===== config.mk =====
export PLATFORM = sky130hd
export DESIGN_NAME = inst_fetch_capture_flat
export DESIGN_NICKNAME = d
export VERILOG_FILES = /design/src/rtl/inst_fetch_capture_if.sv /design/src/rtl/inst_fetch_capture.sv /design/src/flat_wrapper.sv
export SDC_FILE = /design/constraint.sdc
export NUM_CORES = 1
export LEC_CHECK = 0
export CORE_MARGIN = 5
export CORE_UTILIZATION = 40
export DETAILED_ROUTE_END_ITERATION = 16
export HOLD_SLACK_MARGIN = 0.1
export SYNTH_ARGS = -nofsm -noshare
export SYNTH_HDL_FRONTEND = slang
export SYNTH_SLANG_ARGS = --single-unit

===== constraint.sdc =====
create_clock -name clock -period 5.31 [get_ports clock]
set_input_delay 1.062 -clock clock [delete_from_list [all_inputs] [get_ports clock]]
set_output_delay 1.062 -clock clock [all_outputs]
set_load 0.01 [all_outputs]

===== src/rtl/inst_fetch_capture_if.sv =====
// Fetch-bus and record-stream bundle for inst_fetch_capture; slave = capture engine.
// out_ts exists only when INST_FETCH_CAPTURE_TIMESTAMP_EN is defined.
interface inst_fetch_capture_if #(
  parameter int ADDR_W = 16,
  parameter int DATA_W = 16
);
  logic              enable;
  logic [ADDR_W-1:0] PC;
  logic              instrmem_rd;
  logic [DATA_W-1:0] instr_dout;
  logic              complete_instr;
  logic              out_valid;
  logic              out_ready;
  logic [ADDR_W-1:0] out_pc;
  logic [DATA_W-1:0] out_instr;
  logic [3:0]        out_opcode;
`ifdef INST_FETCH_CAPTURE_TIMESTAMP_EN
  logic [31:0]       out_ts;

  modport master (
    output enable, PC, instrmem_rd, instr_dout, complete_instr, out_ready,
    input  out_valid, out_pc, out_instr, out_opcode, out_ts
  );
  modport slave (
    input  enable, PC, instrmem_rd, instr_dout, complete_instr, out_ready,
    output out_valid, out_pc, out_instr, out_opcode, out_ts
  );
`else
  modport master (
    output enable, PC, instrmem_rd, instr_dout, complete_instr, out_ready,
    input  out_valid, out_pc, out_instr, out_opcode
  );
  modport slave (
    input  enable, PC, instrmem_rd, instr_dout, complete_instr, out_ready,
    output out_valid, out_pc, out_instr, out_opcode
  );
`endif
endinterface


===== src/rtl/inst_fetch_capture.sv =====
// LC3 fetch capture: qualified fetches enter a DEPTH-entry {PC,instr} FIFO, head valid 1 cycle later;
// out_ready low holds the head, a full FIFO without a pop drops. Timestamps: INST_FETCH_CAPTURE_TIMESTAMP_EN.
module inst_fetch_capture #(
  parameter int ADDR_W       = 16,
  parameter int DATA_W       = 16,
  parameter int DEPTH        = 8,
  parameter int CNT_W        = 16,
  parameter int CAPTURE_MODE = 0
) (
  input  logic                     clock,
  input  logic                     reset,
  inst_fetch_capture_if.slave      bus,
  output logic [$clog2(DEPTH):0]   occupancy,
  output logic                     overflow,
  output logic [CNT_W-1:0]         fetch_cnt,
  output logic [CNT_W-1:0]         complete_cnt,
  output logic [CNT_W-1:0]         overflow_cnt
);
  localparam int PTR_W = $clog2(DEPTH);
  localparam logic [PTR_W:0] FULL_OCC = (PTR_W+1)'(DEPTH);

  typedef enum logic [1:0] {S_IDLE, S_RUN, S_DRAIN} state_t;

  typedef struct packed {
    logic [ADDR_W-1:0] pc;
    logic [DATA_W-1:0] instr;
`ifdef INST_FETCH_CAPTURE_TIMESTAMP_EN
    logic [31:0]       ts;
`endif
  } rec_t;

  state_t            state_q, state_d;
  logic [PTR_W-1:0]  wr_ptr_q, wr_ptr_d, rd_ptr_q, rd_ptr_d;
  logic [PTR_W:0]    occ_q, occ_d;
  rec_t              mem_q [DEPTH];
  rec_t              mem_d [DEPTH];
  logic              last_rd_q, last_rd_d;
  logic [ADDR_W-1:0] last_pc_q, last_pc_d;
  logic              overflow_q, overflow_d;
  logic [CNT_W-1:0]  fetch_cnt_q, fetch_cnt_d;
  logic [CNT_W-1:0]  complete_cnt_q, complete_cnt_d;
  logic [CNT_W-1:0]  overflow_cnt_q, overflow_cnt_d;
`ifdef INST_FETCH_CAPTURE_TIMESTAMP_EN
  logic [31:0]       ts_q, ts_d;
`endif

  logic head_vld, pop, qual, mode_ok, full, push, drop;
  rec_t new_rec, head;

  function automatic logic [CNT_W-1:0] sat_inc(input logic [CNT_W-1:0] v);
    return (&v) ? v : v + CNT_W'(1);
  endfunction

  always_comb begin
    state_d        = state_q;
    wr_ptr_d       = wr_ptr_q;
    rd_ptr_d       = rd_ptr_q;
    occ_d          = occ_q;
    mem_d          = mem_q;
    overflow_d     = overflow_q;
    fetch_cnt_d    = fetch_cnt_q;
    complete_cnt_d = complete_cnt_q;
    overflow_cnt_d = overflow_cnt_q;
    last_rd_d      = bus.instrmem_rd;
    last_pc_d      = bus.PC;

    head_vld = (occ_q != '0);
    pop      = head_vld & bus.out_ready;
    mode_ok  = (CAPTURE_MODE == 0) ? 1'b1 : (!last_rd_q || (bus.PC != last_pc_q));
    qual     = (state_q == S_RUN) & bus.instrmem_rd & mode_ok;
    full     = (occ_q == FULL_OCC);
    // A pop in the same cycle frees the slot, so a full FIFO still accepts.
    push     = qual & (!full | pop);
    drop     = qual & full & !pop;

    new_rec       = '0;
    new_rec.pc    = bus.PC;
    new_rec.instr = bus.instr_dout;
`ifdef INST_FETCH_CAPTURE_TIMESTAMP_EN
    new_rec.ts    = ts_q;
    ts_d          = ts_q + 32'd1;
`endif

    if (pop) rd_ptr_d = rd_ptr_q + PTR_W'(1);
    if (push) begin
      mem_d[wr_ptr_q] = new_rec;
      wr_ptr_d        = wr_ptr_q + PTR_W'(1);
    end
    case ({push, pop})
      2'b10:   occ_d = occ_q + (PTR_W+1)'(1);
      2'b01:   occ_d = occ_q - (PTR_W+1)'(1);
      default: occ_d = occ_q;
    endcase

    if (qual) fetch_cnt_d = sat_inc(fetch_cnt_q);
    if (drop) begin
      overflow_cnt_d = sat_inc(overflow_cnt_q);
      overflow_d     = 1'b1;
    end
    if ((state_q != S_IDLE) && bus.complete_instr) complete_cnt_d = sat_inc(complete_cnt_q);

    case (state_q)
      S_IDLE:  if (bus.enable) state_d = S_RUN;
      S_RUN:   if (!bus.enable) state_d = head_vld ? S_DRAIN : S_IDLE;
      S_DRAIN: begin
        if (bus.enable)     state_d = S_RUN;
        else if (!head_vld) state_d = S_IDLE;
      end
      default: state_d = S_IDLE;
    endcase
  end

  always_ff @(posedge clock) begin
    if (reset) begin
      state_q        <= S_IDLE;
      wr_ptr_q       <= '0;
      rd_ptr_q       <= '0;
      occ_q          <= '0;
      last_rd_q      <= 1'b0;
      last_pc_q      <= '0;
      overflow_q     <= 1'b0;
      fetch_cnt_q    <= '0;
      complete_cnt_q <= '0;
      overflow_cnt_q <= '0;
`ifdef INST_FETCH_CAPTURE_TIMESTAMP_EN
      ts_q           <= '0;
`endif
    end else begin
      state_q        <= state_d;
      wr_ptr_q       <= wr_ptr_d;
      rd_ptr_q       <= rd_ptr_d;
      occ_q          <= occ_d;
      last_rd_q      <= last_rd_d;
      last_pc_q      <= last_pc_d;
      overflow_q     <= overflow_d;
      fetch_cnt_q    <= fetch_cnt_d;
      complete_cnt_q <= complete_cnt_d;
      overflow_cnt_q <= overflow_cnt_d;
`ifdef INST_FETCH_CAPTURE_TIMESTAMP_EN
      ts_q           <= ts_d;
`endif
    end
  end

  // Storage needs no reset: the head is gated by occupancy.
  always_ff @(posedge clock) begin
    mem_q <= mem_d;
  end

  assign head          = mem_q[rd_ptr_q];
  assign bus.out_valid  = head_vld;
  assign bus.out_pc     = head_vld ? head.pc : '0;
  assign bus.out_instr  = head_vld ? head.instr : '0;
  assign bus.out_opcode = head_vld ? head.instr[DATA_W-1:DATA_W-4] : 4'h0;
`ifdef INST_FETCH_CAPTURE_TIMESTAMP_EN
  assign bus.out_ts     = head_vld ? head.ts : 32'h0;
`endif

  assign occupancy    = occ_q;
  assign overflow     = overflow_q;
  assign fetch_cnt    = fetch_cnt_q;
  assign complete_cnt = complete_cnt_q;
  assign overflow_cnt = overflow_cnt_q;
endmodule


===== src/flat_wrapper.sv =====
// flat-port wrapper written by rule: the top's interface ports become plain ports
module inst_fetch_capture_flat 
#(
  parameter int ADDR_W       = 16,
  parameter int DATA_W       = 16,
  parameter int DEPTH        = 8,
  parameter int CNT_W        = 16,
  parameter int CAPTURE_MODE = 0
)
  (clock, reset, occupancy, overflow, fetch_cnt, complete_cnt, overflow_cnt, bus_enable, bus_PC, bus_instrmem_rd, bus_instr_dout, bus_complete_instr, bus_out_ready, bus_out_valid, bus_out_pc, bus_out_instr, bus_out_opcode);
  inst_fetch_capture_if #(.ADDR_W(ADDR_W), .DATA_W(DATA_W)) bus_i ();
  input  logic clock;
  input  logic reset;
  output logic [$clog2(DEPTH):0] occupancy;
  output logic overflow;
  output logic [CNT_W-1:0] fetch_cnt;
  output logic [CNT_W-1:0] complete_cnt;
  output logic [CNT_W-1:0] overflow_cnt;
  input wire logic [$bits(bus_i.enable)-1:0] bus_enable;
  input wire logic [$bits(bus_i.PC)-1:0] bus_PC;
  input wire logic [$bits(bus_i.instrmem_rd)-1:0] bus_instrmem_rd;
  input wire logic [$bits(bus_i.instr_dout)-1:0] bus_instr_dout;
  input wire logic [$bits(bus_i.complete_instr)-1:0] bus_complete_instr;
  input wire logic [$bits(bus_i.out_ready)-1:0] bus_out_ready;
  output wire logic [$bits(bus_i.out_valid)-1:0] bus_out_valid;
  output wire logic [$bits(bus_i.out_pc)-1:0] bus_out_pc;
  output wire logic [$bits(bus_i.out_instr)-1:0] bus_out_instr;
  output wire logic [$bits(bus_i.out_opcode)-1:0] bus_out_opcode;
  assign bus_i.enable = bus_enable;
  assign bus_i.PC = bus_PC;
  assign bus_i.instrmem_rd = bus_instrmem_rd;
  assign bus_i.instr_dout = bus_instr_dout;
  assign bus_i.complete_instr = bus_complete_instr;
  assign bus_i.out_ready = bus_out_ready;
  assign bus_out_valid = bus_i.out_valid;
  assign bus_out_pc = bus_i.out_pc;
  assign bus_out_instr = bus_i.out_instr;
  assign bus_out_opcode = bus_i.out_opcode;
  inst_fetch_capture #(.ADDR_W(ADDR_W), .DATA_W(DATA_W), .DEPTH(DEPTH), .CNT_W(CNT_W), .CAPTURE_MODE(CAPTURE_MODE)) u_core (.clock(clock), .reset(reset), .bus(bus_i), .occupancy(occupancy), .overflow(overflow), .fetch_cnt(fetch_cnt), .complete_cnt(complete_cnt), .overflow_cnt(overflow_cnt));
endmodule

==> metrics.md, run 1 <==
| Metric | Value |
|---|---|
| Status | `finished, final reports clean` |
| Avg Inst Size Synth | `16.6 um2` |
| Clock root buffer | `clkbuf_16` |
| Clock Pin Slew Worst Setup and Hold Paths | `0.06 ns` |
| Tot GR Track Use | `14.7%` |
| Dpl cells | `1277` |
| PwrDens | `399 nW/um2` |
| Post-synth cell types | `49` |
| Ratio of cells with drive above 1 in the final layout | `17.3%` |
| Initial DRC count | `458` |
| First-pass GRT wire length | `41800 um` |
| Final worst path period share | `73.2%` |
| Mapped Area | `12800 um2` |
| Fill count | `2691` |
| Cell Rows | `65` |
| Internal power | `4.71 mW` |
| IO Pins | `128` |
| Worst R2R Path Depth | `10` |
| Final min period | `3.89 ns` |
| Post-CTS resize count | `0` |
| Reported net switching power | `1.56 mW` |
| Core area | `31600 um2` |
| Final count of negative-setup-slack endpoints | `0` |
| Worst EP required | `4.25 ns` |
| Post-Syn Instances | `773` |
| Hold Path Origin | `u_core.overflow` |
| Slew HR | `31.0%` |
| Worst setup path startpoint | `u_core.rd_ptr_q[1]` |
| Iteration count of the initial detailed-routing pass | `4` |
| Port bufs | `127` |
| Vias per Instance | `5.22` |
| Largest net degree at the start of global routing | `67` |
| Vias in the first global route | `7186` |
| Kind of critical path | `reg2out` |
| Post-route setup TNS | `0 ns` |
| Post-synth EDFFs | `256` |
| Clock Tree Buf Depth | `3` |
| Setup Fix Bufs, Post-CTS | `0` |
| Clk_lat worst skew | `0.50 ns` |
| Overall Power | `6.27 mW` |
| Drt total wl | `26300 um` |
| Die width | `189 um` |
| H-tree levels | `2` |
| Max frequency | `0.257 GHz` |
| Residual DRC | `0` |
| Crit path cell chain | `mux4_2 > mux2i_1 > nor2_1 > clkdlybuf4s50_1` |
| Initial Util | `40.6%` |
| Post-CTS Hold Buffers | `0` |
| Multi-input gate area | `3740 um2` |
| Register area | `8920 um2` |
| #FFs+latches synth | `317` |
| Crit path max fanout | `66` |
| CTS sink cnt | `317` |
| Net Count, Synth | `819` |
| Final #Nets | `958` |
| Final core utilization | `49.6%` |
| RePlAce Congestion | `0.757` |
| Die ar. | `35800 um2` |
| Sequential share of the synthesized area | `69.4%` |
| Peak VDD IR | `271 uV` |
| Detail Placement HPWL | `16200 um` |
| Clock power share | `35.7%` |
| CP Capture Type | `output pin` |
| Die Y-Extent | `189 um` |
| Async set-reset flop share out of synthesis | `0%` |
| Non-Filler Instances | `1337` |
| CP delay by family, top | `flip-flops` |
| HP Class | `reg2reg` |
| Skew final | `0.00983 ns` |
| Detail Route Antenna Nets | `0` |
| Slew @ Worst Pin | `1.04 ns` |
| R2R Path Start | `u_core.state_q[0]` |
| Routed vias | `6983` |
| Static leakage | `4.79 nW` |
| Num CTS Buffers | `35` |
| Sw Ratio | `24.9%` |
| Buffers plus inverters on the worst setup path | `1` |
| Flop pwr share | `44.2%` |
| Hold path depth | `2` |
| Hold Crit Endpoint | `u_core.overflow` |
| R2R setup slack | `2.19 ns` |
| CP startpoint kind | `flip-flop` |
| Endpoints failing hold | `0` |
| Max Cap Violations | `0` |
| RSZ-0062 raised after global routing | `no` |
| Logic pwr share | `20.1%` |
| R2R Path End | `u_core.occupancy[2]` |
| Crit-path slowest cell | `dfxtp_4` |
| Initial antenna violation count | `2` |
| Ant diodes | `0` |
| Drt wl/cell | `19.7 um` |
| Syn. warnings | `0` |
| Synth Flop Type | `edfxtp_1` |
| Max incr delay on CP | `1.03 ns` |
| Fin. max-slew vios | `0` |
| CTS tree | `done` |
| Worst EP arrival | `2.83 ns` |
| P&R area growth vs syn | `22.3%` |
| Grt ovf | `0` |
[layer usage]
| metal | wire length [um] | part of all wire [%] | global-route usage [%] | vias to the layer above |
|---|---|---|---|---|
| met1 | 12000 | 45 | 20.3 | 3526 |
| met3 | 1110 | 4.2 | 2.91 | 39 |
| met2 | 12800 | 49 | 24.2 | 148 |
| met4 | 392 | 1.5 | 3.56 | 4 |
| met5 | 34 | 0.13 | 0 | - |
| li1 | - | - | - | 3266 |
[power by group through the flow]
stage / clock (mW) / sequential, mW / combinational, mW
2_1_floorplan: 0 / 2.79 / 0.784
3_3_place_gp: 0 / 2.83 / 1.29
4_1_cts: 2.30 / 2.77 / 1.30
5_1_grt: 2.41 / 2.78 / 1.38
6_report: 2.24 / 2.77 / 1.26
3_5_place_dp: 0 / 2.83 / 1.30
[worst max path at each step]
stage               depth (start not counted)                end
finish                                      4   bus_out_instr[0]
global route                                4   bus_out_instr[0]
CTS                                         4   bus_out_instr[0]
detailed placement                          6   u_core.mem_q[26]
global placement                            6   u_core.mem_q[26]
floorplan                                   5  u_core.mem_q[160]
[layout make-up]
cell class | count | share of cell area, %
flip-flops and latches | 317 | 56.8
multi-input cells | 401 | 23.8
well taps | 402 | 3.21
repair buffers | 145 | 9.09
inverters | 12 | 0.287
clock inverters | 15 | 0.654
clock buffers | 45 | 6.09
[cells in the final DEF (no fill, tap or decap), types with 20 or more instances in the layout]
cell type	count
clkbuf_16	37
clkdlybuf4s50_1	126
dfxtp_1	58
edfxtp_1	256
mux2i_1	36
mux4_2	64
nand2_1	20
nor2_1	87
xnor2_1	40
[cells by family (layout without fill, tap and decap cells)]
group                    count (synthesis)  after routing  share of synthesized area [%]
multiplexers                           100            100                           14.0
AO/OA/AOI/OAI                           40             40                           1.90
buffers and inverters                   55            217                           1.88
flip-flops                             317            317                           69.4
XOR/XNOR                                45             45                           3.07
AND/OR/NAND/NOR                        208            208                           8.92
adder cells (fa/ha/maj)                  8              8                          0.780
[per-stage QoR]
step / area (um2) / hold WS, ns / setup slack [ns]
floorplan: 12800 / 0.470 / 0.775
global placement: 14600 / 0.434 / 1.17
detailed placement: 14600 / 0.446 / 1.07
CTS: 15700 / 0.453 / 1.33
global route: 15700 / 0.490 / 1.27
finish: 15700 / 0.448 / 1.42
[flip-flops by register name (all words and copies together) (netlist names)]
name,count
u_core.complete_cnt,16
u_core.fetch_cnt,16
u_core.mem_q,256
u_core.occupancy,4
u_core.overflow,1
u_core.overflow_cnt,16
u_core.rd_ptr_q,3
u_core.state_q,2
u_core.wr_ptr_q,3
[cells in the mapped netlist, types with 7 or more instances]
master      n  area (um2)
a211oi_1    7        52.6
a21oi_1    16        80.1
buf_1       8        30.0
buf_2      13        65.1
clkbuf_1   17        63.8
dfxtp_1    61        1220
edfxtp_1  256        7690
ha_1        8         100
inv_1      10        37.5
mux2i_1    36         360
mux4_2     64        1440
nand2_1    20        75.1
nand3_1    13        65.1
nand4_1    11        68.8
nor2_1     90         338
nor3_1     18        90.1
nor4_1      8        50.1
xnor2_1    40         350
[worst register-to-register path: cells and delay by family (launching register included)]
family | cells | cell delay, ns
compound gates | 3 | 0.89
buf+inv | 1 | 0.22
flops | 1 | 0.44
fa+ha+maj | 2 | 0.52
xor+xnor | 2 | 0.26
simple gates | 2 | 0.72
Power figures use the tool's default switching activity.
==> run 2, diff against run 1 <==
clock period = 3.87 ns   (was 5.31 ns; I/O delays follow)
==> run 2 against run 1 <==
  * Global-route usage increased by 0.30 points
  * Count of clock-buffer cells in the layout fell by 4
  * Sequential share of layout area decreased by 0.73 points
  * Hold slack improved by 0.0054 ns
  * Combinational power grew 38%
  * Sequential cell count unchanged
  * Critical endpoint is now bus_out_pc[10]
  * Final area is 1.3% higher
  * Clock skew rose by 0.011 ns
  * Register-to-register slack got worse by 1.1 ns
  * Die area unchanged
  * First-iteration DRC count decreased by 9.8%
  * Total power up 42%
==> metrics.md, run 2 (same netlist as run 1, synthesis figures left out) <==
| Metric | Value |
|---|---|
| Slew HR | `55.2% (was 31.0%)` |
| Tot GR Track Use | `15.0% (was 14.7%)` |
| P&R area growth vs syn | `23.8% (was 22.3%)` |
| Core area | `31600 um2 (unchanged)` |
| CP Capture Type | `output pin (unchanged)` |
| Static leakage | `4.89 nW (was 4.79 nW)` |
| Vias per Instance | `5.22 (about the same)` |
| Final #Nets | `970 (was 958)` |
| Peak VDD IR | `349 uV (was 271 uV)` |
| Initial antenna violation count | `1 (was 2)` |
| Routed vias | `7054 (was 6983)` |
| Port bufs | `127 (unchanged)` |
| Clk_lat worst skew | `0.52 ns (was 0.50 ns)` |
| First-pass GRT wire length | `42300 um (was 41800 um)` |
| Post-CTS resize count | `0 (unchanged)` |
| Clock root buffer | `clkbuf_16 (unchanged)` |
| Dpl ws | `0.680 ns (was 1.07 ns)` |
| Most common cell after layout, fill and taps aside | `edfxtp_1 (unchanged)` |
| Fill count | `2645 (was 2691)` |
| Crit path cell chain | `buf_4 > mux4_2 > mux2i_1 > nor2_1 > clkdlybuf4s50_1 (was mux4_2 > mux2i_1 > nor2_1 > clkdlybuf4s50_1)` |
| Endpoints failing hold | `0 (unchanged)` |
| Max reg flops | `256 (unchanged)` |
| Status | `finished, final reports clean (unchanged)` |
| Cell Rows | `65 (unchanged)` |
| Top reg by flops | `u_core.mem_q (unchanged)` |
| Commonest non-fill, non-tap cells in the layout | `edfxtp_1 (256), clkdlybuf4s50_1 (126), nor2_1 (87) (unchanged)` |
| PwrDens | `561 nW/um2 (was 399 nW/um2)` |
| Worst EP arrival | `2.68 ns (was 2.83 ns)` |
| Clock Tree Buf Depth | `3 (unchanged)` |
| CP startpoint kind | `flip-flop (unchanged)` |
| Iteration count of the initial detailed-routing pass | `4 (unchanged)` |
| IO Pins | `128 (unchanged)` |
| HP Class | `reg2reg (unchanged)` |
| CP delay by family, top | `buffers and inverters (was flip-flops)` |
| CTS sink cnt | `317 (unchanged)` |
| RSZ-0062 raised after global routing | `no (unchanged)` |
| Largest net degree at the start of global routing | `37 (was 67)` |
| Detail Route Antenna Nets | `0 (unchanged)` |
| Crit path max fanout | `15 (was 66)` |
| Setup Fix Bufs, Post-CTS | `0 (unchanged)` |
| Num CTS Buffers | `35 (unchanged)` |
| Initial DRC count | `413 (was 458)` |
| Clock Pin Slew Worst Setup and Hold Paths | `0.06 ns (about the same)` |
| Max frequency | `0.290 GHz` |
| Final count of negative-setup-slack endpoints | `0 (unchanged)` |
| Vias in the first global route | `7191 (was 7186)` |
| Die Y-Extent | `189 um (unchanged)` |
| Worst EP required | `3.10 ns (was 4.25 ns)` |
| CTS tree | `done (unchanged)` |
| Post-route setup TNS | `0 ns (unchanged)` |
| Ratio of cells with drive above 1 in the final layout | `18.4% (was 17.3%)` |
| Grt ovf | `0 (unchanged)` |
| Final worst path period share | `89.1%` |
| Setup WS post-layout | `0.421 ns (was 1.42 ns)` |
| Detail Placement HPWL | `16400 um (was 16200 um)` |
| Slew @ Worst Pin | `0.673 ns (was 1.04 ns)` |
| Initial Util | `40.6% (unchanged)` |
| Post-CTS Hold Buffers | `0 (unchanged)` |
| H-tree levels | `2 (unchanged)` |
| Fin. max-slew vios | `0 (unchanged)` |
| Die ar. | `35800 um2 (unchanged)` |
| Crit-path slowest cell | `dfxtp_4 (unchanged)` |
| RePlAce Congestion | `0.744 (was 0.757)` |
| Buffers plus inverters on the worst setup path | `2 (was 1)` |
| Drt total wl | `26900 um (was 26300 um)` |
| Residual DRC | `0 (unchanged)` |
| Final min period | `3.45 ns` |
| Drt wl/cell | `19.9 um (was 19.7 um)` |
| Skew final | `0.0208 ns (was 0.00983 ns)` |
| Kind of critical path | `reg2out (unchanged)` |
| Max incr delay on CP | `0.54 ns (was 1.03 ns)` |
| Max Cap Violations | `0 (unchanged)` |
| Die width | `189 um (unchanged)` |
## run 2: changes by cell type in the layout (fill, tap and decap cells not counted), sizes merged
cell | before | now
buf | 19 | 31
inv | 14 | 15
clkinv | 12 | 13
clkbuf | 45 | 41
bufinv | 1 | 5
diode | 0 | 1
## run 2: through the flow
stage | area [um2] | hold slack (ns) | total power, mW | utilization (%) | std cells
final | 15900 | 0.454 | 8.92 | 50.2 | 1352
after global routing | 15900 | 0.479 | 9.32 | 50.2 | 1351
after CTS | 15900 | 0.454 | 9.07 | 50.2 | 1351
after detailed placement | 14700 | 0.445 | 5.69 | 46.6 | 1289
after global placement | 14700 | 0.434 | 5.68 | 46.6 | 1289
after floorplan | 12800 | 0.470 | 4.90 | - | 773
## run 2: path summary, 6_finish.rpt
check                       from                   to  slack, ns  cells after the start
max           u_core.rd_ptr_q[0]       bus_out_pc[10]       0.42                      5
min reg2reg      u_core.overflow      u_core.overflow       0.45                      2
min              u_core.overflow      u_core.overflow       0.45                      2
max reg2reg  u_core.occupancy[1]  u_core.occupancy[2]       1.11                     10
## run 2: worst register-to-register path: stages (launching register included)
cell     delay [ns]
dfxtp_1        0.64
nor4_4         0.09
buf_4          0.23
nor2b_1        0.37
ha_1           0.34
xor2_1         0.18
ha_1           0.17
a21oi_1        0.05
xor2_1         0.17
or3_1          0.30
a21oi_1        0.14
## run 2: metal layers
layer  routed length (um)  vias up  GRT usage, %
li1                     -     3305             -
met3                 1150       45          2.67
met4                  554        2          4.48
met5                   13        -             0
met2                12900      143          24.3
met1                12300     3559          20.9
## run 2: where the power goes
group	switching (mW)	leakage (nW)	internal, mW	total (mW)
Combinational	0.805	1.52	0.937	1.74
Sequential	0.0984	2.80	3.72	3.82
Clock	1.31	0.569	2.04	3.36
## run 2: cell type report
class,count,area [um2],area share (%)
Multi-Input combinational cell,401,3750,23.6
Tap cell,402,503,3.16
Clock buffer,41,920,5.79
Antenna cell,1,2.50,0.0157
Timing Repair Buffer,157,1520,9.54
Clock inverter,21,243,1.53
Inverter,12,45.0,0.283
Sequential cell,317,8910,56.1
==> run 3, diff against run 2 <==
CELL_PAD_IN_SITES_DETAIL_PLACEMENT = 0   (was unset)
CELL_PAD_IN_SITES_GLOBAL_PLACEMENT = 1   (was unset)
PLACE_DENSITY_LB_ADDON = 0.1   (was unset)
==> run 3 against run 2 <==
  * Die area stayed put
  * Clock skew decreased by 0.00065 ns
  * Largest cell class unchanged
  * Maximum frequency shrank 0.46%
  * Highest routed layer unchanged
  * First-iteration DRC count decreased by 9.0%
==> metrics.md, run 3 (same netlist as run 1, synthesis figures left out) <==
| Metric | Value |
|---|---|
| Status | `finished, final reports clean (unchanged)` |
| Slew @ Worst Pin | `0.741 ns (was 0.673 ns)` |
| PwrDens | `546 nW/um2 (was 561 nW/um2)` |
| Vias per Instance | `5.28 (was 5.22)` |
| First-pass GRT wire length | `43000 um (was 42300 um)` |
| Fill count | `2662 (was 2645)` |
| Die ar. | `35800 um2 (unchanged)` |
| Routed vias | `7133 (was 7054)` |
| Max Cap Violations | `0 (unchanged)` |
| Clk_lat worst skew | `0.51 ns (was 0.52 ns)` |
| Skew final | `0.0202 ns (was 0.0208 ns)` |
| CTS tree | `done (unchanged)` |
| Worst R2R Path Depth | `10 (unchanged)` |
| Post-CTS resize count | `0 (unchanged)` |
| P&R area growth vs syn | `23.0% (was 23.8%)` |
| RePlAce Congestion | `0.791 (was 0.744)` |
| Die width | `189 um (unchanged)` |
| Hold Path Origin | `u_core.overflow (unchanged)` |
| Cell Rows | `65 (unchanged)` |
| Slew HR | `50.6% (was 55.2%)` |
| Setup Fix Bufs, Post-CTS | `0 (unchanged)` |
| Initial DRC count | `376 (was 413)` |
| Static leakage | `4.82 nW (was 4.89 nW)` |
| Hold Crit Endpoint | `u_core.overflow (unchanged)` |
| Final count of negative-setup-slack endpoints | `0 (unchanged)` |
| Worst EP arrival | `2.69 ns (was 2.68 ns)` |
| Commonest non-fill, non-tap cells in the layout | `edfxtp_1 (256), clkdlybuf4s50_1 (126), nor2_1 (87) (unchanged)` |
| Buffers plus inverters on the worst setup path | `2 (unchanged)` |
| Post-route setup TNS | `0 ns (unchanged)` |
| Detail Placement HPWL | `16800 um (was 16400 um)` |
| Worst EP required | `3.10 ns (about the same)` |
| Residual DRC | `0 (unchanged)` |
| Die Y-Extent | `189 um (unchanged)` |
| IO Pins | `128 (unchanged)` |
| Crit path max fanout | `28 (was 15)` |
| Post-CTS Hold Buffers | `0 (unchanged)` |
| Final #Nets | `967 (was 970)` |
| Kind of critical path | `reg2out (unchanged)` |
| Crit path cell chain | `buf_4 > mux4_2 > mux2i_1 > nor2_1 > clkdlybuf4s50_1 (unchanged)` |
| Drt total wl | `27300 um (was 26900 um)` |
| Final core utilization | `49.9% (was 50.2%)` |
| H-tree levels | `2 (unchanged)` |
| CTS sink cnt | `317 (unchanged)` |
| Core area | `31600 um2 (unchanged)` |
| Endpoints failing hold | `0 (unchanged)` |
| R2R Path Start | `u_core.occupancy[1] (unchanged)` |
| R2R Path End | `u_core.occupancy[2] (unchanged)` |
| Max reg flops | `256 (unchanged)` |
| Initial Util | `40.6% (unchanged)` |
| Clock Pin Slew Worst Setup and Hold Paths | `0.06 ns (about the same)` |
| Clock Tree Buf Depth | `3 (unchanged)` |
| Vias in the first global route | `7540 (was 7191)` |
| Fin. max-slew vios | `0 (unchanged)` |
| Port bufs | `127 (unchanged)` |
| Clock root buffer | `clkbuf_16 (unchanged)` |
| Num CTS Buffers | `35 (unchanged)` |
| R2R setup slack | `1.05 ns (was 1.11 ns)` |
| Final worst path period share | `89.5% (was 89.1%)` |
| Max incr delay on CP | `0.57 ns (was 0.54 ns)` |
| Grt ovf | `0 (unchanged)` |
| Detail Route Antenna Nets | `0 (unchanged)` |
| Hold path depth | `2 (unchanged)` |
| Peak VDD IR | `335 uV (was 349 uV)` |
| Initial antenna violation count | `1 (unchanged)` |
| Crit-path slowest cell | `mux4_2 (was dfxtp_4)` |
| CP startpoint kind | `flip-flop (unchanged)` |
| RSZ-0062 raised after global routing | `no (unchanged)` |
| Iteration count of the initial detailed-routing pass | `5 (was 4)` |
| Top reg by flops | `u_core.mem_q (unchanged)` |
| Max frequency | `0.289 GHz (was 0.290 GHz)` |
| Drt wl/cell | `20.2 um (was 19.9 um)` |
| Final min period | `3.47 ns (was 3.45 ns)` |
| HP Class | `reg2reg (unchanged)` |
| CP delay by family, top | `buffers and inverters (unchanged)` |
| Tot GR Track Use | `15.2% (was 15.0%)` |
| Ratio of cells with drive above 1 in the final layout | `17.8% (was 18.4%)` |
| Largest net degree at the start of global routing | `41 (was 37)` |
| CP Capture Type | `output pin (unchanged)` |
| Most common cell after layout, fill and taps aside | `edfxtp_1 (unchanged)` |
[run 3: area by class of cell]
type                            count  area, um2  share of cell area (%)
Tap cell                          402        503                    3.19
Timing Repair Buffer              154       1510                    9.54
Clock inverter                     18        126                   0.801
Sequential cell                   317       8920                    56.5
Inverter                           12       45.0                   0.285
Clock buffer                       45        935                    5.92
Antenna cell                        1       2.50                  0.0159
Multi-Input combinational cell    401       3750                    23.7
[run 3: power by group]
group | leakage [nW] | switching, mW | internal, mW
Sequential | 2.80 | 0.0682 | 3.72
Combinational | 1.51 | 0.831 | 0.933
Clock | 0.516 | 1.28 | 1.78
Total | 4.82 | 2.18 | 6.44
[run 3: per-layer routing]
layer	GRT usage, %	wire, um
met3	3.04	1430
met2	24.7	13100
met1	21.1	12200
met5	0	20
met4	4.18	540
[run 3: how the worst max path moves through the flow]
stage	cells past startpoint	slack (ns)	startpoint	to
2_1_floorplan	5	-0.38	bus_instrmem_rd	u_core.mem_q[160]
3_3_place_gp	11	0.64	bus_out_ready	u_core.occupancy[2]
3_5_place_dp	11	0.63	bus_out_ready	u_core.occupancy[2]
4_1_cts	5	0.30	u_core.rd_ptr_q[0]	bus_out_pc[6]
5_1_grt	5	0.19	u_core.rd_ptr_q[0]	bus_out_pc[6]
6_report	5	0.40	u_core.rd_ptr_q[0]	bus_out_pc[6]
[run 3: stage by stage]
stage | power [mW] | instance area [um2] | hold WS, ns | worst slack, ns | instances
6_report | 8.61 | 15800 | 0.446 | 0.405 | 1350
5_1_grt | 9.03 | 15800 | 0.476 | 0.185 | 1349
4_1_cts | 8.77 | 15800 | 0.452 | 0.302 | 1349
3_5_place_dp | 5.67 | 14700 | 0.445 | 0.632 | 1286
3_3_place_gp | 5.66 | 14700 | 0.434 | 0.640 | 1286
2_1_floorplan | 4.90 | 12800 | 0.470 | -0.377 | 773
[run 3: worst min-delay path: stages, from the launching register on]
cell and delay (ns):
dfxtp_1 0.31, inv_1 0.05, a21oi_1 0.04
